==> config.mk <==
export PLATFORM = sky130hd
export DESIGN_NAME = chess_clock_core
export DESIGN_NICKNAME = d
export VERILOG_FILES = /design/src/rtl/chess_clock_core.sv
export SDC_FILE = /design/constraint.sdc
export NUM_CORES = 1
export LEC_CHECK = 0
export ABC_AREA = 1
export CAP_MARGIN = 20
export CORE_MARGIN = 2
export CORE_UTILIZATION = 50
export DETAILED_ROUTE_END_ITERATION = 16
export PLACE_DENSITY = 0.81
export SLEW_MARGIN = 0
export SYNTH_ARGS = -nofsm -noshare
export SYNTH_HDL_FRONTEND = slang
export SYNTH_SLANG_ARGS = --single-unit
==> constraint.sdc <==
create_clock -name clk_clk -period 2.9 [get_ports clk_clk]
set_clock_uncertainty 0.15 [all_clocks]
set_input_delay 0.58 -clock clk_clk [delete_from_list [all_inputs] [get_ports clk_clk]]
set_output_delay 0.58 -clock clk_clk [all_outputs]
set_load 0.01 [all_outputs]
==> src/rtl/chess_clock_core.sv <==
// Chess clock engine: debounced buttons, two decisecond countdowns, packed status words.
// Define CHESS_CLOCK_INCREMENT_EN to add INCREMENT_DS to the mover's time on each move.

module chess_clock_debounce #(
    parameter int unsigned DEBOUNCE_CYCLES = 1000000
) (
    input  logic clk,
    input  logic rst_n,
    input  logic raw_n,
    output logic press
);
    localparam int unsigned CW = $clog2(DEBOUNCE_CYCLES + 1);

    logic          sync1;
    logic          sync2;
    logic          level;
    logic          level_d;
    logic [CW-1:0] cnt;

    always_ff @(posedge clk or negedge rst_n) begin
        if (!rst_n) begin
            sync1   <= 1'b1;
            sync2   <= 1'b1;
            level   <= 1'b1;
            level_d <= 1'b1;
            cnt     <= '0;
            press   <= 1'b0;
        end else begin
            sync1   <= raw_n;
            sync2   <= sync1;
            level_d <= level;
            press   <= level_d & ~level;
            if (sync2 != level) begin
                if (cnt == CW'(DEBOUNCE_CYCLES - 1)) begin
                    level <= sync2;
                    cnt   <= '0;
                end else begin
                    cnt <= cnt + CW'(1);
                end
            end else begin
                cnt <= '0;
            end
        end
    end
endmodule

module chess_clock_core #(
    parameter int unsigned CLK_HZ          = 50000000,
    parameter int unsigned TICK_HZ         = 10,
    parameter int unsigned DEFAULT_TIME_DS = 3000,
    parameter int unsigned INCREMENT_DS    = 20,
    parameter int unsigned DEBOUNCE_CYCLES = 1000000
) (
    input  logic        clk_clk,
    input  logic        reset_n,
    input  logic        btn_a_n,
    input  logic        btn_b_n,
    input  logic        btn_start_n,
    input  logic        btn_new_n,
    output logic [31:0] clock_time_export,
    output logic [31:0] clock_mode_export,
    output logic        tick_pulse
);
    localparam int unsigned DIV = CLK_HZ / TICK_HZ;
    localparam int unsigned PW  = $clog2(DIV);
`ifdef CHESS_CLOCK_INCREMENT_EN
    localparam bit INC_ON = 1'b1;
`else
    localparam bit INC_ON = 1'b0;
`endif
    localparam logic [15:0] INC  = INC_ON ? 16'(INCREMENT_DS) : 16'd0;
    localparam logic [15:0] TIME0 = 16'(DEFAULT_TIME_DS);

    typedef enum logic [1:0] {IDLE = 2'd0, RUN = 2'd1, PAUSE = 2'd2, FLAG = 2'd3} state_t;

    state_t        state;
    logic          active;
    logic          flag_a;
    logic          flag_b;
    logic [15:0]   time_a;
    logic [15:0]   time_b;
    logic [15:0]   moves;
    logic [PW-1:0] presc;

    logic press_a;
    logic press_b;
    logic press_start;
    logic press_new;

    chess_clock_debounce #(.DEBOUNCE_CYCLES(DEBOUNCE_CYCLES)) u_db_a (
        .clk(clk_clk), .rst_n(reset_n), .raw_n(btn_a_n), .press(press_a));
    chess_clock_debounce #(.DEBOUNCE_CYCLES(DEBOUNCE_CYCLES)) u_db_b (
        .clk(clk_clk), .rst_n(reset_n), .raw_n(btn_b_n), .press(press_b));
    chess_clock_debounce #(.DEBOUNCE_CYCLES(DEBOUNCE_CYCLES)) u_db_start (
        .clk(clk_clk), .rst_n(reset_n), .raw_n(btn_start_n), .press(press_start));
    chess_clock_debounce #(.DEBOUNCE_CYCLES(DEBOUNCE_CYCLES)) u_db_new (
        .clk(clk_clk), .rst_n(reset_n), .raw_n(btn_new_n), .press(press_new));

    logic        tick_now;
    logic        move_now;
    logic [15:0] cur;
    logic [15:0] dec;
    logic [16:0] sum;
    logic [15:0] moved;

    // Tick is applied before the move, so the mover's increment lands on the decremented time.
    always_comb begin
        cur      = active ? time_b : time_a;
        tick_now = (state == RUN) && (presc == PW'(DIV - 1));
        dec      = (tick_now && cur != 16'd0) ? cur - 16'd1 : cur;
        move_now = active ? press_b : press_a;
        sum      = {1'b0, dec} + {1'b0, INC};
        moved    = sum[16] ? 16'hFFFF : sum[15:0];
    end

    always_ff @(posedge clk_clk or negedge reset_n) begin
        if (!reset_n) begin
            state      <= IDLE;
            active     <= 1'b0;
            flag_a     <= 1'b0;
            flag_b     <= 1'b0;
            time_a     <= TIME0;
            time_b     <= TIME0;
            moves      <= '0;
            presc      <= '0;
            tick_pulse <= 1'b0;
        end else begin
            tick_pulse <= 1'b0;
            if (press_new) begin
                state  <= IDLE;
                active <= 1'b0;
                flag_a <= 1'b0;
                flag_b <= 1'b0;
                time_a <= TIME0;
                time_b <= TIME0;
                moves  <= '0;
                presc  <= '0;
            end else begin
                case (state)
                    IDLE: begin
                        presc <= '0;
                        if (press_start) begin
                            state  <= RUN;
                            active <= 1'b0;
                        end
                    end
                    RUN: begin
                        if (tick_now) begin
                            tick_pulse <= 1'b1;
                            presc      <= '0;
                        end else begin
                            presc <= presc + PW'(1);
                        end
                        if (tick_now && dec == 16'd0) begin
                            state <= FLAG;
                            presc <= '0;
                            if (active) begin
                                time_b <= '0;
                                flag_b <= 1'b1;
                            end else begin
                                time_a <= '0;
                                flag_a <= 1'b1;
                            end
                        end else if (move_now) begin
                            if (active) time_b <= moved;
                            else        time_a <= moved;
                            active <= ~active;
                            moves  <= (moves == 16'hFFFF) ? moves : moves + 16'd1;
                            presc  <= '0;
                        end else begin
                            if (active) time_b <= dec;
                            else        time_a <= dec;
                            if (press_start) state <= PAUSE;
                        end
                    end
                    PAUSE: begin
                        if (press_start) state <= RUN;
                    end
                    default: begin
                        presc <= '0;
                    end
                endcase
            end
        end
    end

    assign clock_time_export = {time_b, time_a};
    assign clock_mode_export = {moves, 8'h00, 3'b000, flag_b, flag_a, active, state};
endmodule

# == Yosys cells after proc, flatten, opt, wreduce, memory -nomap -nowiden ==
# Cells that the tools add are included.
# totals
register_bits,177
latchBits,0
ramBits,0
mem_bits_ro,0
input_bits,6
word_cells,152
mem_count,0
# classes
addsub,7
n_mul,0
div_mod_pow,0
order_cmp,0
n_eq_ne,26
n_shift,0
n_mux,53
bitwise_logic,9
reduce_logical,24
# op_table
cell,count
16-bit two-way mux,17
20-bit two-way mux,8
23-bit two-way mux,4
20-bit by 1-bit adder with 20-bit output (second input constant),4
20-bit equality test (second input constant),4
23-bit one-hot mux with 2 select lines,1
23-bit by 1-bit adder with 23-bit output (second input constant),1
23-bit equality test (second input constant),1
16-bit by 1-bit adder with 16-bit output (second input constant),1
16-bit equality test (second input constant),1
16-bit logical NOT,1
1-bit two-way mux,16
16-bit nonzero test,1
16-bit by 1-bit subtractor with 16-bit output (second input constant),1
3-bit by 2-bit != test with 1-bit output (second input constant),4
4-bit by 2-bit != test with 1-bit output (second input constant),3
3-bit AND reduction,4
4-bit AND reduction,3
2-bit two-way mux,5
2-bit by 1-bit != test with 1-bit output (second input constant),4
2-bit AND reduction,4
2-bit nonzero test,4
3-bit by 1-bit != test with 1-bit output (second input constant),2
3-bit nonzero test,2
11 further kinds,23

# == Logic depth before layout (Yosys ltp) ==
# depth
word_depth,9
depth_mapped,22

# == Modules after synthesis ==
# Synthesis repeated with hierarchy kept, for this count alone.
# unflattened
cells_unflattened,1455
area_unflattened_um2,10752.8
# by_module_without_submodules
module,n_inst,cells_each,area_each_um2,seq_area_each_um2
chess_clock_core,1,795,5357.6,1944.4
chess_clock_debounce at u_db_a ...,3,165,1347.5,630.6
chess_clock_debounce at u_db_start,1,165,1352.5,630.6

# == Least setup slack after synthesis ==
# OpenSTA, ideal clock, no wires.
# synth_timing
kind,flip-flop to flip-flop
start,reg active
end,reg moves[1]
setup_ps,118
t_arrival_ps,2450
required_time_ps,2632
slack_ps,182
path_stages_with_launch,22
period_less_slack_ps,2718
cell_sequence,dfrtp_1 -> inv_2 -> buf_4 -> nand2_1 -> nand2_1 -> ha_1 -> nand3_2 -> nor2_1 -> nand3_1 -> nand2_1 -> nand2_1 -> nand2_1 -> nand2_1 -> nor2_1 -> nand2_1 -> nor2_2 -> nand2_4 -> nand2_4 -> nand2_4 -> buf_6 -> nand3_1 -> nand2_1
# synth_between
elab_chain_cells,8
elab_cells_between_ends,11
classes_between,add/sub: 1; eq/ne: 1; mux: 3; reduce/logical: 6
# synth_rtl
item,line_no,rtl
from (decl),77,logic active;
from (signal assigned),167,active <= ~active;
"parallel branches: the longest is 7 deep, another holds 16-bit by 1-bit subtractor with 16-bit output",-,
4-bit AND reduction (no line) *,-,
to (signal assigned),168,moves <= (moves == 16'hFFFF) ? moves : moves + 16'd1;
to (decl),82,logic [15:0] moves;
# Every way passes the cells marked *.
# A chain may end at the register's enable or synchronous reset.

# == Final worst setup path ==
# layout_timing
start,reg active
end,reg moves[3]
# The elaborated chain is that of the path after synthesis.

==> flow_metrics.tcl <==
set metrics [dict create \
    vias_per_cell 5.23 \
    dp_slack_ns -0.102 \
    synth_top_cell_area_share 0.382 \
    synth.most_common_cell "nand2_1" \
    numCtsBuffers 17 \
    synth_top_cell_by_area "dfrtp_1" \
    endpoint_kind "flip-flop" \
    syn_inst 1288 \
    slowest_stage "dfrtp_2" \
    setup_viol 0 \
    synth_edf_count 0 \
    io_pins 71 \
    drt_iter0_markers 750 \
    hold_violations 0 \
    cts.clk_slew.worst_paths_ns 0.07 \
    drc_errors 0 \
    maxSlewViolCount 0 \
    cts_buffer_depth 2 \
    leakage_uw 0.00529 \
    path_cells "inv_4 -> buf_12 -> nand2_1 -> nand2_1 -> nand2_1 -> nor2_2 -> nand2_1 -> nor2_2 -> nor2_4 -> nand2_1 -> nand2_1 -> nor2_1 -> nand2_1 -> nor2_4 -> nand2_4 -> nand2_4 -> nand2_4 -> buf_12 -> nand2_1 -> o21ai_0" \
    die_area_mm2 0.0204 \
    syn_area_mm2 0.00964 \
    synthArstFlopShare 1.00 \
    htreeDepth 4 \
    rsz0062_at_grt "true" \
    crit_type "flip-flop to flip-flop" \
    net-switching-power_uw 1160 \
    grt_use_total 0.230 \
    combPwrFrac 0.026 \
    sequentialPowerShare 0.500 \
    grt_overflow 0 \
    final_cells 1670 \
    worst_r2r_startpoint "active" \
    core_mm2 0.0188 \
    finalCriticalPeriod_ns 2.79 \
    reg2reg_slack_ns 0.11 \
    r2r_cells 20 \
    dp_cells 1633 \
    cp.depth 20 \
    nets 1411 \
    gp_congestion 1.04 \
    ir_drop_v 0.000406 \
    worstMarginPinSlew_ns 0.695 \
    syn_area_per_cell_um2 7.48 \
    pwr_density_cell_mw_per_mm2 432 \
    initial_core_util 0.512 \
    synth_ff_type "dfrtp_1" \
    antenna_found_initial 0 \
    p_sw_frac 0.230 \
    cp.buffers_inverters 3 \
    postRouteAntennaNets 0 \
    max-slew-margin-rel 0.534 \
    dpl_cell_area_mm2 0.0108 \
    vias 8726 \
    maxCapViolCount 0 \
    grt_first_pass_wirelength_um 38100 \
    cp_top_family "simple AND/OR/NAND/NOR gates" \
    p_total_uw 5010 \
    crit_fanout 13 \
    max_stage_delay_ns 0.46 \
    drt-total-wl_um 22500 \
    crit_end "moves[3]" \
    start_kind "flip-flop" \
    yosys-top-cells-count "nand2_1 (359), nor2_1 (175), inv_1 (154)" \
    critical_path.most_common_cell "nand2_1" \
    placement.io_buffers 59 \
    drive_gt1_frac 0.118 \
    startpoint "active" \
    cts_tree "built" \
    chipHeight_um 143 \
    syn2layout_area_growth_pct 20.3 \
    critPathArrivalTime_ns 2.96 \
    required_ns 3.07 \
    cts-root-buf "clkbuf_16" \
    num_antenna_cells 0 \
    synth.top_cells.by_area "dfrtp_1 (38%), nand2_1 (14%), dfstp_2 (8.2%), nor2_1 (6.8%), inv_1 (6.0%)" \
    seq_area_frac_synth 0.463 \
    clk_latency_ns 0.44 \
    synth_warnings 0 \
    synth.ff_latch_count 177 \
    max_freq_ghz 0.358 \
    hold_path.class "flip-flop to flip-flop" \
    stdcell_area_mm2 0.0116 \
    p_clk_frac 0.475 \
    drt_pass1_iterations 5 \
    timing.hold.ws_ns 0.202 \
    period_share 0.962 \
    fp.dieW_um 143 \
    num_rows 50 \
    fillers 1594 \
    cts.sinks 177 \
    status "complete, no violations" \
    post_synth_num_cell_types 42 \
    grt_pass1_vias 8457 \
    routedWlPerCell_um 13.5 \
    grt_max_degree 54 \
    setup_ws_ns 0.110 \
    hpwl_um 16100 \
    p_int_uw 3860 \
    rr_endpoint "moves[3]" \
]
kinds of logic (layout without fill, tap and decap cells):
group | count (synthesis) | in the layout | synth area share
and+or+nand+nor | 706 | 706 | 0.311
buffers and inverters | 193 | 305 | 0.0846
other | 1 | 11 | 0.000389
AOI/OAI and AO/OA | 158 | 158 | 0.0879
adders and majority gates | 8 | 8 | 0.0104
xor gates and xnor gates | 41 | 41 | 0.0373
muxes | 4 | 4 | 0.00467
DFF | 177 | 177 | 0.463
worst reg2reg max path: cells and delay by family, from the launching register on:
kind            cells  cell delay [ns]
simple gates       16             1.57
compound gates      1             0.07
flops               1             0.46
buf+inv             3             0.41
power by group through the flow:
stage	combinational (uW)	sequential, uW	clock (uW)
6_report	128	2510	2380
4_1_cts	132	2510	2430
2_1_floorplan	63.0	2550	0
5_1_grt	150	2510	2530
3_5_place_dp	131	2550	0
3_3_place_gp	126	2550	0
registers in the layout (all words and copies together), names as in the netlist, 2 cells and up:
signal          count
presc              23
u_db_a.cnt         20
u_db_b.cnt         20
u_db_new.cnt       20
u_db_start.cnt     20
moves              16
time_a             16
time_b             16
state               2
timing repair:
action | CTS | global route
hold buffers | 1 | 0
endpoints found under the hold margin | 43 | 0
gates cloned | 0 | 1
pin swaps | 0 | 7
setup buffers | 0 | 3
gates resized for setup | 1 | 34
endpoints found under the setup margin | 19 | 27
final cells by class:
type                    count  area, um^2  share of cell area
well taps                 260         325              0.0281
flip-flops and latches    177        4470               0.385
inverters                 159         603              0.0520
clock buffers              19         443              0.0382
clock inverters            13         170              0.0147
multi-input cells         928        4490               0.388
repair buffers            114        1090              0.0941
worst min path at each step:
stage | startpoint | end | slack [ns] | cells after the start
finish | u_db_b.sync1 | u_db_b.sync2 | 0.20 | 0
global route | u_db_b.sync1 | u_db_b.sync2 | 0.21 | 0
CTS | u_db_b.sync1 | u_db_b.sync2 | 0.21 | 0
detailed placement | u_db_new.sync1 | u_db_new.sync2 | 0.20 | 0
global placement | u_db_new.sync1 | u_db_new.sync2 | 0.20 | 0
floorplan | reset_n | active | 0.13 | 0
routing by layer:
metal  GRT usage  share of wire  vias to the layer above
met3      0.0386          0.049                       61
met1       0.296           0.44                     4051
met4      0.0855          0.027                        0
li1            -              -                     4332
met2       0.389           0.49                      282
met5           0              0                        -
metrics by stage:
step | util | setup TNS [ns]
after global routing | 0.616 | -1.54
after global placement | 0.575 | 0
final | 0.616 | 0
after floorplan | - | 0
after CTS | 0.608 | 0
after detailed placement | 0.575 | -1.10
cell usage in the layout (no fill, tap or decap), types with 30 or more instances in the layout:
cell	n
nor3_1	30
nand2_1	356
dfrtp_1	146
inv_1	154
nor2_1	161
a21oi_1	58
nand4_1	31
o21ai_0	72
dfstp_2	30
nand3_1	66
clkdlybuf4s50_1	58
buf_4	47
Power figures use the tool's default switching activity.
